File: src/rtl/mem_stall_arbiter_if.sv
// Pipeline-side and memory-side handshake bundle for mem_stall_arbiter.
// master: the arbiter; slave: the pipeline/memory environment.
interface mem_stall_arbiter_if;
    // IF-stage fetch port
    logic        i_read;
    logic [31:0] i_addr;
    logic [31:0] i_rdata;
    logic        i_resp;
    // MEM-stage data port
    logic        d_read;
    logic        d_write;
    logic [31:0] d_addr;
    logic [31:0] d_wdata;
    logic [3:0]  d_wmask;
    logic [31:0] d_rdata;
    logic        d_resp;
    // shared memory port
    logic        mem_read;
    logic        mem_write;
    logic [31:0] mem_addr;
    logic [31:0] mem_wdata;
    logic [3:0]  mem_wmask;
    logic [31:0] mem_rdata;
    logic        mem_resp;

    modport master (
        input  i_read, i_addr, d_read, d_write, d_addr, d_wdata, d_wmask,
        input  mem_rdata, mem_resp,
        output i_rdata, i_resp, d_rdata, d_resp,
        output mem_read, mem_write, mem_addr, mem_wdata, mem_wmask
    );

    modport slave (
        output i_read, i_addr, d_read, d_write, d_addr, d_wdata, d_wmask,
        output mem_rdata, mem_resp,
        input  i_rdata, i_resp, d_rdata, d_resp,
        input  mem_read, mem_write, mem_addr, mem_wdata, mem_wmask
    );
endinterface

File: src/rtl/mem_stall_arbiter.sv
// Shares one memory port between IF fetches and MEM loads/stores, stalling the
// pipeline until every request of the current pipeline cycle has completed and
// then releasing it for exactly one cycle.
module mem_stall_arbiter #(
    parameter int unsigned TIMEOUT = 0,
    parameter int unsigned CNT_W   = 32
) (
    input  logic                 clk,
    input  logic                 rst_n,
    mem_stall_arbiter_if.master  bus,
    output logic                 stall_pipeline,
    output logic                 mem_err,
    output logic [CNT_W-1:0]     stall_cycles
);

    typedef enum logic [1:0] {IDLE, SERVE_D, SERVE_I, RELEASE} state_t;

    state_t      state_q;
    logic        busy_q;        // a command is on the memory port awaiting completion
    logic [31:0] tmo_q;         // cycles spent waiting on the current command
    logic        i_done_q, d_done_q;
    logic        i_resp_q, d_resp_q;
    logic [31:0] i_rdata_q, d_rdata_q;
    logic        mem_read_q, mem_write_q;
    logic [31:0] mem_addr_q, mem_wdata_q;
    logic [3:0]  mem_wmask_q;
    logic        mem_err_q;
    logic [CNT_W-1:0] stall_cycles_q, stall_cycles_d;

    logic        d_req, go_d, go_i, in_serve, issue_en, issue_d;
    logic        tmo_hit, complete;
    logic [31:0] rdata_in;

    assign d_req    = bus.d_read | bus.d_write;
    assign go_d     = d_req & ~d_done_q;
    assign go_i     = bus.i_read & ~i_done_q;
    assign in_serve = (state_q == SERVE_D) || (state_q == SERVE_I);

    // From IDLE the command goes out on the transition edge; moving between
    // SERVE states leaves one dead memory cycle before the next command.
    assign issue_en = ((state_q == IDLE) && (go_d || go_i)) || (in_serve && !busy_q);
    assign issue_d  = (state_q == IDLE) ? go_d : (state_q == SERVE_D);

    // A timeout is treated as a completion returning zero data.
    assign tmo_hit  = (TIMEOUT != 0) && (tmo_q == TIMEOUT);
    assign complete = busy_q && (bus.mem_resp || tmo_hit);
    assign rdata_in = bus.mem_resp ? bus.mem_rdata : 32'd0;

    assign stall_pipeline = (bus.i_read | d_req) & (state_q != RELEASE);

    assign bus.i_rdata   = i_rdata_q;
    assign bus.d_rdata   = d_rdata_q;
    assign bus.i_resp    = i_resp_q;
    assign bus.d_resp    = d_resp_q;
    assign bus.mem_read  = mem_read_q;
    assign bus.mem_write = mem_write_q;
    assign bus.mem_addr  = mem_addr_q;
    assign bus.mem_wdata = mem_wdata_q;
    assign bus.mem_wmask = mem_wmask_q;
    assign mem_err       = mem_err_q;
    assign stall_cycles  = stall_cycles_q;

    // Arbitration FSM with registered memory command, hold registers and flags.
    always_ff @(posedge clk or negedge rst_n) begin
        if (!rst_n) begin
            state_q     <= IDLE;
            busy_q      <= 1'b0;
            tmo_q       <= 32'd0;
            i_done_q    <= 1'b0;
            d_done_q    <= 1'b0;
            i_resp_q    <= 1'b0;
            d_resp_q    <= 1'b0;
            i_rdata_q   <= 32'd0;
            d_rdata_q   <= 32'd0;
            mem_read_q  <= 1'b0;
            mem_write_q <= 1'b0;
            mem_addr_q  <= 32'd0;
            mem_wdata_q <= 32'd0;
            mem_wmask_q <= 4'd0;
            mem_err_q   <= 1'b0;
        end else begin
            if (issue_en) begin
                // A data command with no request still present is issued as a
                // read so it can always complete; its data is simply unused.
                mem_read_q  <= issue_d ? !bus.d_write : 1'b1;
                mem_write_q <= issue_d & bus.d_write;
                mem_addr_q  <= issue_d ? bus.d_addr : bus.i_addr;
                mem_wdata_q <= (issue_d && bus.d_write) ? bus.d_wdata : 32'd0;
                mem_wmask_q <= (issue_d && bus.d_write) ? bus.d_wmask : 4'd0;
                busy_q      <= 1'b1;
                tmo_q       <= 32'd0;
            end else if (busy_q && !complete) begin
                tmo_q <= tmo_q + 32'd1;
            end

            if (complete) begin
                busy_q      <= 1'b0;
                mem_read_q  <= 1'b0;
                mem_write_q <= 1'b0;
                if (!bus.mem_resp) mem_err_q <= 1'b1;
            end

            case (state_q)
                IDLE: begin
                    if (go_d)      state_q <= SERVE_D;
                    else if (go_i) state_q <= SERVE_I;
                end
                SERVE_D: begin
                    if (complete) begin
                        if (mem_read_q) d_rdata_q <= rdata_in;
                        d_done_q <= 1'b1;
                        if (go_i) begin
                            state_q <= SERVE_I;
                        end else begin
                            state_q  <= RELEASE;
                            d_resp_q <= 1'b1;
                            i_resp_q <= i_done_q;
                        end
                    end
                end
                SERVE_I: begin
                    if (complete) begin
                        i_rdata_q <= rdata_in;
                        i_done_q  <= 1'b1;
                        if (go_d) begin
                            state_q <= SERVE_D;
                        end else begin
                            state_q  <= RELEASE;
                            i_resp_q <= 1'b1;
                            d_resp_q <= d_done_q;
                        end
                    end
                end
                RELEASE: begin
                    i_resp_q <= 1'b0;
                    d_resp_q <= 1'b0;
                    i_done_q <= 1'b0;
                    d_done_q <= 1'b0;
                    state_q  <= IDLE;
                end
                default: state_q <= IDLE;
            endcase
        end
    end

    // Saturating count of stalled cycles.
    always_comb begin
        stall_cycles_d = stall_cycles_q;
        if (stall_pipeline && !(&stall_cycles_q))
            stall_cycles_d = stall_cycles_q + 1'b1;
    end

    // Performance counter register.
    always_ff @(posedge clk or negedge rst_n) begin
        if (!rst_n) stall_cycles_q <= '0;
        else        stall_cycles_q <= stall_cycles_d;
    end

endmodule

File: src/flat_wrapper.sv
// flat-port wrapper written by rule: the top's interface ports become plain ports
module mem_stall_arbiter_flat 
#(
    parameter int unsigned TIMEOUT = 0,
    parameter int unsigned CNT_W   = 32
)
  (clk, rst_n, stall_pipeline, mem_err, stall_cycles, bus_i_read, bus_i_addr, bus_d_read, bus_d_write, bus_d_addr, bus_d_wdata, bus_d_wmask, bus_mem_rdata, bus_mem_resp, bus_i_rdata, bus_i_resp, bus_d_rdata, bus_d_resp, bus_mem_read, bus_mem_write, bus_mem_addr, bus_mem_wdata, bus_mem_wmask);
  mem_stall_arbiter_if bus_i ();
  input  logic clk;
  input  logic rst_n;
  output logic stall_pipeline;
  output logic mem_err;
  output logic [CNT_W-1:0] stall_cycles;
  input wire logic [$bits(bus_i.i_read)-1:0] bus_i_read;
  input wire logic [$bits(bus_i.i_addr)-1:0] bus_i_addr;
  input wire logic [$bits(bus_i.d_read)-1:0] bus_d_read;
  input wire logic [$bits(bus_i.d_write)-1:0] bus_d_write;
  input wire logic [$bits(bus_i.d_addr)-1:0] bus_d_addr;
  input wire logic [$bits(bus_i.d_wdata)-1:0] bus_d_wdata;
  input wire logic [$bits(bus_i.d_wmask)-1:0] bus_d_wmask;
  input wire logic [$bits(bus_i.mem_rdata)-1:0] bus_mem_rdata;
  input wire logic [$bits(bus_i.mem_resp)-1:0] bus_mem_resp;
  output wire logic [$bits(bus_i.i_rdata)-1:0] bus_i_rdata;
  output wire logic [$bits(bus_i.i_resp)-1:0] bus_i_resp;
  output wire logic [$bits(bus_i.d_rdata)-1:0] bus_d_rdata;
  output wire logic [$bits(bus_i.d_resp)-1:0] bus_d_resp;
  output wire logic [$bits(bus_i.mem_read)-1:0] bus_mem_read;
  output wire logic [$bits(bus_i.mem_write)-1:0] bus_mem_write;
  output wire logic [$bits(bus_i.mem_addr)-1:0] bus_mem_addr;
  output wire logic [$bits(bus_i.mem_wdata)-1:0] bus_mem_wdata;
  output wire logic [$bits(bus_i.mem_wmask)-1:0] bus_mem_wmask;
  assign bus_i.i_read = bus_i_read;
  assign bus_i.i_addr = bus_i_addr;
  assign bus_i.d_read = bus_d_read;
  assign bus_i.d_write = bus_d_write;
  assign bus_i.d_addr = bus_d_addr;
  assign bus_i.d_wdata = bus_d_wdata;
  assign bus_i.d_wmask = bus_d_wmask;
  assign bus_i.mem_rdata = bus_mem_rdata;
  assign bus_i.mem_resp = bus_mem_resp;
  assign bus_i_rdata = bus_i.i_rdata;
  assign bus_i_resp = bus_i.i_resp;
  assign bus_d_rdata = bus_i.d_rdata;
  assign bus_d_resp = bus_i.d_resp;
  assign bus_mem_read = bus_i.mem_read;
  assign bus_mem_write = bus_i.mem_write;
  assign bus_mem_addr = bus_i.mem_addr;
  assign bus_mem_wdata = bus_i.mem_wdata;
  assign bus_mem_wmask = bus_i.mem_wmask;
  mem_stall_arbiter #(.TIMEOUT(TIMEOUT), .CNT_W(CNT_W)) u_core (.clk(clk), .rst_n(rst_n), .bus(bus_i), .stall_pipeline(stall_pipeline), .mem_err(mem_err), .stall_cycles(stall_cycles));
endmodule
File: config.mk
export PLATFORM = sky130hd
export DESIGN_NAME = mem_stall_arbiter_flat
export DESIGN_NICKNAME = d
export VERILOG_FILES = /design/src/rtl/mem_stall_arbiter_if.sv /design/src/rtl/mem_stall_arbiter.sv /design/src/flat_wrapper.sv
export SDC_FILE = /design/constraint.sdc
export NUM_CORES = 1
export LEC_CHECK = 0
export BUFFER_PORTS_ARGS = -buffer_cell sky130_fd_sc_hd__buf_2
export CAP_MARGIN = 20
export CORE_UTILIZATION = 52
export DETAILED_ROUTE_END_ITERATION = 10
export GPL_ROUTABILITY_DRIVEN = 0
export PLACE_DENSITY = 0.95
export SYNTH_ARGS = -nofsm -noshare
export SYNTH_HDL_FRONTEND = slang
export SYNTH_SLANG_ARGS = --single-unit
File: constraint.sdc
create_clock -name clk -period 6.5 [get_ports clk]
set_input_delay 0 -clock clk [delete_from_list [all_inputs] [get_ports clk]]
set_output_delay 0 -clock clk [all_outputs]
set_load 0.05 [all_outputs]
Word level (Yosys, flattened, before mapping):

Cells that the tools add are included.

* output and inout port bits: 170
* bits in registers: 174
* input bits: 138
* logic and storage cells: 90

* bitwise gates (word level): 9
* reduce and logical (&&, ||, !) cells: 24
* $add $sub $neg: 1
* muxes and demuxes: 32
* eq/ne operators: 9

Operator list (count)
* $mux W32: 3
* $add A32 B1 Y32 const B: 1
* $reduce_and A32 Y1: 1
* $mux W1: 18
* $mux W2: 5
* $pmux W2 S4: 1
* $reduce_and A2 Y1: 4
* $ne A2 B2 Y1 const B: 3
* $pmux W1 S3: 2
* $reduce_and A3 Y1: 2
* $reduce_bool A2 Y1: 3
* $logic_and A1 B1 Y1: 5
* $reduce_and A5 Y1: 1
* $and A1 B1 Y1: 4
* $eq A2 B2 Y1 const B: 2
* $mux W4: 1
* $ne A2 B1 Y1 const B: 2
* $pmux W1 S2: 2
* $logic_not A1 Y1: 3
* $logic_or A1 B1 Y1: 3
* $ne A3 B1 Y1 const B: 1
* $not A1 Y1: 3
* $reduce_bool A3 Y1: 1
* $eq A2 B1 Y1 const B: 1
* other kinds (2): 3

Logic depth before layout (Yosys ltp):

Gate-level depths: netlist (run 1).

* word-level depth: 7
* depth in mapped cells: 10

Least setup slack after synthesis (run 1):

Ideal clock, no wire load.

* path kind: reg-to-reg
* start point: reg u_core.stall_cycles_q[0], in the netlist u_core.stall_cycles[0]
* end point: reg u_core.stall_cycles_q[20], in the netlist u_core.stall_cycles[20]
* cell stages (with the launch flop): 7
* arrival time: 2.193 ns
* path slack: 4.165 ns
* period minus slack after synthesis: 2.335 ns
* library setup time: 0.142 ns
* cells stage by stage: dfrtp_1 -> ha_1 -> nand3_2 -> or4_4 -> a211oi_4 -> nand4_1 -> xnor2_1

* word-level cells in the longest chain between the ends: 3
* elaborated cells on any way between the ends: 4

Ends and longest elaborated chain
* start: declaration: RTL line mem_stall_arbiter.sv:28 `logic [CNT_W-1:0] stall_cycles_q, stall_cycles_d;`
* start signal: assignment: RTL line mem_stall_arbiter.sv:156 `else stall_cycles_q <= stall_cycles_d;`
* parallel branches: the longest is 3 deep, another holds $add A32 B1 Y32

Several ways; the timed one is not identified.
A chain may end at the register's enable or synchronous reset.

Worst setup path in the final report (run 1):

* start point: reg u_core.state_q[0]
* end point: reg u_core.mem_addr_q[21], in the netlist u_core.bus.mem_addr[21]

* word-level cells in the longest chain between the ends: 4
* elaborated cells on any way between the ends: 9

Ends and longest elaborated chain
* start: declaration: RTL line mem_stall_arbiter.sv:18 `state_t state_q;`
* start signal: assignment: RTL line mem_stall_arbiter.sv:66 `state_q <= IDLE;`
* start signal: assignment: RTL line mem_stall_arbiter.sv:105 `if (go_d) state_q <= SERVE_D;`
* start signal: assignment: RTL line mem_stall_arbiter.sv:106 `else if (go_i) state_q <= SERVE_I;`
* $eq A2 B1 Y1 / $eq A2 B2 Y1 (equally long branches): RTL line mem_stall_arbiter.sv:37, mem_stall_arbiter.sv:42
* $logic_or A1 B1 Y1: RTL line mem_stall_arbiter.sv:37 `assign in_serve = (state_q == SERVE_D) || (state_q == SERVE_I);`
* $logic_and A1 B1 Y1: RTL line mem_stall_arbiter.sv:41 `assign issue_en = ((state_q == IDLE) && (go_d || go_i)) || (in_serve && !busy_q);`
* $logic_or A1 B1 Y1: RTL line mem_stall_arbiter.sv:41
* end signal: assignment: RTL line mem_stall_arbiter.sv:87 `mem_addr_q <= issue_d ? bus.d_addr : bus.i_addr;`
* end: declaration: RTL line mem_stall_arbiter.sv:25 `logic [31:0] mem_addr_q, mem_wdata_q;`

Several ways; a longest one is shown, not always the timed one.

==> impl_metrics.py, run 1 <==
metrics = {
    "status": {
        "status": "completed",
    },
    "sta": {
        "fmaxAchievable_mhz": 328,
        "period_share_pct": 46.9,
        "drv_slew": 0,
        "worst_pin_slew_ns": 0.985,
        "rsz0062_at_grt": "no",
        "period_needed_ns": 3.05,
        "setup_tns_ns": 0,
        "fin_skew_ns": 0.0148,
        "report.final.hold_viol_count": 0,
        "relSlewSlack_pct": 34.3,
        "worst_slack_ns": 3.45,
        "setup_viol": 0,
    },
    "clocking": {
        "clock_latency_ns": 0.43,
        "cts.path.max_buffers": 2,
        "cts_made_buffers": 17,
        "post-cts-setup-buffers": 0,
        "cts_tree": "yes",
        "cts_root_buf": "clkbuf_16",
        "cts_num_sinks": 174,
        "htreeDepth": 4,
        "clkTransAtPathRegs_ns": 0.07,
    },
    "final_layout": {
        "final_util_pct": 80.9,
        "fin_nets": 1152,
        "drive_above_1_share_pct": 41.4,
        "instances_no_fill": 1198,
        "syn2layout_area_growth_pct": 49.8,
        "design_area_um2": 10900,
    },
    "yosys": {
        "synth_cell_types": 43,
        "synth_edf_count": 0,
        "synth_top_area_share_pct": 59.9,
        "synthArstFlopShare_pct": 100,
        "synth_seq_cells": 174,
        "syn_area_per_cell_um2": 12.7,
        "yosysWarnings": 0,
        "synth_nets": 719,
        "yosysSeqAreaShare_pct": 59.9,
        "yosys.area.top_type": "dfrtp_1",
        "syn-instance-count": 573,
        "syn_area_um2": 7270,
        "synth_flop_cell": "dfrtp_1",
        "synth_area_leaders": "dfrtp_1 (60%), mux2_2 (10%), mux2i_1 (4.4%)",
    },
    "floorplanning": {
        "initial_utilization_pct": 54.0,
        "die_x_um": 120,
        "dieArea_um2": 14500,
        "coreArea_um2": 13500,
        "core.rowCount": 42,
        "ios": 308,
        "fp.dieH_um": 120,
    },
    "grt": {
        "grt_max_degree": 104,
        "antenna_found_initial": 3,
        "overflow": 0,
        "grt_pass1_wl_mm": 37.5,
        "grt_usage_pct": 34.3,
        "grt_pass1_vias": 7013,
    },
    "route": {
        "drc_errors": 0,
        "first_pass_iters": 5,
        "vias_per_cell": 5.64,
        "wl_per_cell_um": 20.6,
        "via_count": 6760,
        "drtIter0Drc": 577,
        "ant_nets": 0,
        "routed_wirelength_mm": 24.7,
    },
    "power_and_ir_drop": {
        "powerDensity_nw_per_um2": 561,
        "ir_worst_vdd_mv": 0.309,
        "leakagePower_nw": 5.53,
    },
    "setup_path": {
        "worstSetupEndpointType": "flop",
        "critPathMaxFanout": 32,
        "required_ns": 6.74,
        "crit_type": "reg -> reg",
        "start_kind": "flop",
        "cp.arrival_ns": 3.29,
    },
    "job": {
        "drv_cap": 0,
    },
    "placement": {
        "dp_hpwl_mm": 13.4,
        "place_area_um2": 8970,
        "dp_slack_ns": 4.10,
        "place_inst": 1030,
        "port_buffers": 307,
    },
    "min_path": {
        "min_path_type": "in -> reg",
    },
}
==> layout make-up <==
cell class | count | area, um2
diodes | 3 | 7.51
clock buffers | 17 | 425
clock inverters | 15 | 154
fillers | 734 | 2570
inverters | 9 | 33.8
multi-input cells | 358 | 2770
flip-flops and latches | 174 | 4350
well taps | 176 | 220
repair buffers | 446 | 2920
==> cells in the mapped netlist, drive strengths merged (2+ instances only) <==
master  instances
a211oi          3
a21oi          10
a22o           36
and2            2
and3           10
and4            2
buf            16
clkbuf         16
dfrtp         174
ha              8
inv             9
mux2           67
mux2i          32
nand2          52
nand3          14
nand4          19
nor2            8
nor2b           4
nor3            6
nor4            4
o21a            2
o21ai          37
xnor2          24
xor2            4
==> flip-flops by register name (all words and copies together) (netlist names) <==
register / count
u_core.bus.mem_read: 1
u_core.bus.mem_wmask: 4
u_core.state_q: 2
u_core.bus.mem_write: 1
u_core.busy_q: 1
u_core.d_done_q: 1
u_core.bus.d_rdata: 32
u_core.stall_cycles: 32
u_core.mem_err: 1
u_core.bus.mem_addr: 32
u_core.bus.mem_wdata: 32
u_core.bus.i_rdata: 32
u_core.bus.i_resp: 1
u_core.i_done_q: 1
u_core.bus.d_resp: 1
==> through the flow <==
stage / total power [mW] / hold slack, ns
3_3_place_gp: 4.68 / 0.150
6_report: 6.10 / 0.105
5_1_grt: 6.34 / 0.118
4_1_cts: 5.95 / 0.0868
3_5_place_dp: 4.80 / 0.151
2_1_floorplan: 4.05 / -0.296
==> layout by cell type, fill, tap and decap left out, types with 4 or more instances in the layout <==
cell,netlist,final
buf_2,11,306
dfrtp_1,174,174
dlygate4sd3_1,0,133
mux2_2,67,67
nand2_1,52,52
o21ai_0,37,37
a22o_1,36,36
mux2i_1,32,32
xnor2_1,24,24
nand4_1,19,19
clkbuf_16,0,17
nand3_1,13,13
and3_1,10,10
inv_1,9,9
nor2_1,8,8
a21oi_1,10,8
ha_1,8,8
nor3_1,6,6
buf_4,0,6
clkinv_4,0,5
xor2_1,4,4
inv_8,0,4
==> per-layer routing <==
layer | GRT usage (%) | vias to the layer above | wire length [um]
met3 | 6.79 | 89 | 1740
li1 | - | 2920 | -
met1 | 37.8 | 3342 | 8810
met5 | 0 | - | 0
met2 | 61.5 | 409 | 13000
met4 | 20.0 | 0 | 1210
==> path summary, 6_finish.rpt <==
path	cells after the start	slack [ns]	to	start
max in group asynchronous	3	4.72	u_core.bus.d_rdata[1]	rst_n
max	8	3.45	u_core.bus.mem_addr[21]	u_core.state_q[0]
min reg2reg	0	0.38	u_core.mem_err	u_core.mem_err
min	3	0.10	u_core.bus.mem_write	bus_mem_resp
min in group asynchronous	2	0.24	u_core.stall_cycles[16]	rst_n
max reg2reg	8	3.45	u_core.bus.mem_addr[21]	u_core.state_q[0]
==> power by group <==
part / internal (mW) / switching (mW)
Sequential: 1.50 / 0.281
Combinational: 0.968 / 2.36
Clock: 0.512 / 0.482
==> worst max-delay path, stage by stage (launching register included) <==
cell and delay, ns:
dfrtp_1 0.47, inv_1 0.20, ha_1 0.40, nor2b_1 0.16, a21oi_4 0.13, buf_4 0.47
mux2i_1 0.33, dlygate4sd3_1 0.59, o21ai_0 0.10
==> what timing repair did <==
| item | in CTS | in global routing |
|---|---|---|
| endpoints found under the hold margin | 228 | 0 |
| resized for setup | 0 | 0 |
| hold buffers | 133 | 0 |
==> cells by family (layout without fill, tap and decap cells) <==
group / after synthesis / after routing / synth area share [%]
XOR/XNOR: 28 / 28 / 3.37
flip-flops: 174 / 174 / 59.9
adder cells (fa/ha/maj): 8 / 8 / 1.38
buffers and inverters: 41 / 487 / 2.31
AND/OR/NAND/NOR: 127 / 127 / 9.09
multiplexers: 99 / 99 / 14.8
AO/OA/AOI/OAI: 96 / 96 / 9.17
other: 0 / 3 / 0
No activity file was read; power rests on OpenSTA's default activity.
==> run 2: changes to the inputs <==
--- a/config.mk
+++ b/config.mk
@@ -7,10 +7,10 @@
 export LEC_CHECK = 0
 export BUFFER_PORTS_ARGS = -buffer_cell sky130_fd_sc_hd__buf_2
 export CAP_MARGIN = 20
-export CORE_UTILIZATION = 52
+export CORE_UTILIZATION = 43
 export DETAILED_ROUTE_END_ITERATION = 10
 export GPL_ROUTABILITY_DRIVEN = 0
-export PLACE_DENSITY = 0.95
+export PLACE_DENSITY = 0.86
 export SYNTH_ARGS = -nofsm -noshare
 export SYNTH_HDL_FRONTEND = slang
 export SYNTH_SLANG_ARGS = --single-unit
==> constraint.sdc (replaced) <==
create_clock -name clk -period 2.54 [get_ports clk]
set_input_delay 0 -clock clk [delete_from_list [all_inputs] [get_ports clk]]
set_output_delay 0 -clock clk [all_outputs]
set_load 0.05 [all_outputs]
==> impl_metrics.py, run 2 (synthesized netlist as in run 1, its figures left out) <==
metrics = {
    "setup_path": {
        "crit_buf_inv": 2,
        "start_kind": "flop",
        "cp.arrival_ns": 2.45,
        "reg2reg_depth": 7,
        "r2r-end": "u_core.bus.mem_addr[23]",
        "cpPeakStageDelay_ns": 0.47,
        "slowest_stage": "dfrtp_1",
        "rrSetupSlack_ns": 0.37,
        "crit_type": "reg -> reg",
        "critPathMaxFanout": 32,
        "crit_chain": "inv_1 -> ha_1 -> nor2b_1 -> a21oi_4 -> buf_12 -> mux2i_1 -> o21ai_0",
        "cp_top_family": "flip-flops",
        "required_ns": 2.82,
        "reg2reg_from": "u_core.state_q[0]",
        "worstSetupEndpointType": "flop",
    },
    "power_and_ir_drop": {
        "switching_share_pct": 50.0,
        "seq_power_share_pct": 29.3,
        "powerDensity_nw_per_um2": 1390,
        "switchingPower_mw": 7.69,
        "p_int_mw": 7.68,
        "combinationalPowerShare_pct": 53.2,
        "pwr-share-clk_pct": 17.5,
        "leakagePower_nw": 5.58,
        "ir_worst_vdd_mv": 0.925,
    },
    "grt": {
        "grt_usage_pct": 26.4,
        "grt_max_degree": 104,
        "overflow": 0,
        "grt_pass1_vias": 6855,
        "grt_pass1_wl_mm": 35.9,
        "antenna_found_initial": 1,
    },
    "clocking": {
        "post-cts-setup-buffers": 0,
        "clkTransAtPathRegs_ns": 0.07,
        "cts_tree": "yes",
        "cts_resized": 0,
        "clock_latency_ns": 0.43,
        "cts_root_buf": "clkbuf_16",
        "cts_made_buffers": 17,
        "cts_num_sinks": 174,
        "ctsHoldBuffers": 133,
        "htreeDepth": 4,
        "cts.path.max_buffers": 2,
    },
    "final_layout": {
        "fill_cells": 1130,
        "drive_above_1_share_pct": 41.6,
        "final_util_pct": 67.0,
        "final_common_cell": "buf_2",
        "multiInputGateArea_um2": 2770,
        "syn2layout_area_growth_pct": 52.3,
        "design_area_um2": 11100,
        "mostFrequentLayoutCells": "buf_2 (306), dfrtp_1 (174), dlygate4sd3_1 (133)",
        "seqCellArea_um2": 4350,
        "fin_nets": 1156,
    },
    "sta": {
        "relSlewSlack_pct": 46.7,
        "worst_pin_slew_ns": 0.793,
        "fin_skew_ns": 0.0129,
        "setup_tns_ns": 0,
        "whs_ns": 0.0748,
        "drv_slew": 0,
        "period_needed_ns": 2.17,
        "report.final.hold_viol_count": 0,
        "setup_viol": 0,
        "period_share_pct": 85.6,
        "fmaxAchievable_mhz": 460,
        "rsz0062_at_grt": "no",
    },
    "floorplanning": {
        "core.rowCount": 47,
        "coreArea_um2": 16500,
        "die_x_um": 132,
        "initial_utilization_pct": 44.0,
        "dieArea_um2": 17400,
        "fp.dieH_um": 132,
        "ios": 308,
    },
    "min_path": {
        "holdPathStages": 4,
        "hold_start": "bus_d_read",
        "min_path_type": "in -> reg",
        "min_to": "u_core.state_q[1]",
    },
    "route": {
        "drtIter0Drc": 382,
        "routed_wirelength_mm": 22.6,
        "via_count": 6483,
        "vias_per_cell": 5.21,
        "drc_errors": 0,
        "ant_nets": 0,
        "first_pass_iters": 4,
        "wl_per_cell_um": 18.2,
    },
    "placement": {
        "dp_hpwl_mm": 13.2,
        "place_area_um2": 9120,
        "port_buffers": 307,
    },
    "status": {
        "status": "completed",
    },
    "job": {
        "drv_cap": 0,
    },
}
==> run 2: how the worst max path moves through the flow <==
stage          slack (ns)                    from  depth (start not counted)                       to
3_3_place_gp         0.48  u_core.stall_cycles[0]                          6  u_core.stall_cycles[26]
3_5_place_dp         0.39       u_core.state_q[0]                          7  u_core.bus.mem_addr[13]
2_1_floorplan        0.20  u_core.stall_cycles[0]                          6  u_core.stall_cycles[20]
5_1_grt              0.25       u_core.state_q[0]                          7  u_core.bus.mem_addr[23]
4_1_cts              0.40  u_core.stall_cycles[0]                          6  u_core.stall_cycles[26]
6_report             0.37       u_core.state_q[0]                          7  u_core.bus.mem_addr[23]
==> run 2: metal layers <==
| metal | vias up | share of wire, % | GRT usage, % |
|---|---|---|---|
| li1 | 2925 | - | - |
| met1 | 3159 | 38 | 30.1 |
| met2 | 328 | 51 | 46.1 |
| met3 | 71 | 6.8 | 6.84 |
| met4 | 0 | 3.7 | 12.6 |
| met5 | - | 0 | 0 |
==> run 2: power groups by stage <==
stage	registers, mW	clock network [mW]	logic, mW
after global placement	4.42	0	7.72
after CTS	4.44	2.73	8.07
after global routing	4.61	2.84	8.59
after floorplan	7.88	0	2.48
after detailed placement	4.48	0	7.90
final	4.50	2.68	8.18
==> run 2: per-stage QoR <==
step | setup slack (ns) | power [mW] | instances
global route | 0.246 | 16.0 | 1244
detailed placement | 0.395 | 12.4 | 1078
global placement | 0.476 | 12.1 | 1078
CTS | 0.395 | 15.2 | 1243
finish | 0.366 | 15.4 | 1244
floorplan | 0.205 | 10.4 | 573
==> run 2: area by class of cell <==
type | instances | share of cell area, %
clock inverter | 14 | 1.62
clock buffer | 18 | 3.97
timing repair buffer | 450 | 27.2
multi-input combinational | 358 | 25.1
antenna | 1 | 0.0226
inverter | 9 | 0.305
sequential | 174 | 39.3
tap | 220 | 2.49
==> run 2: tightest hold or removal path, delay by kind of cell <==
family	cells	cell delay (ns)
AOI/OAI and AO/OA	3	0.35
buffers and inverters	1	0.10
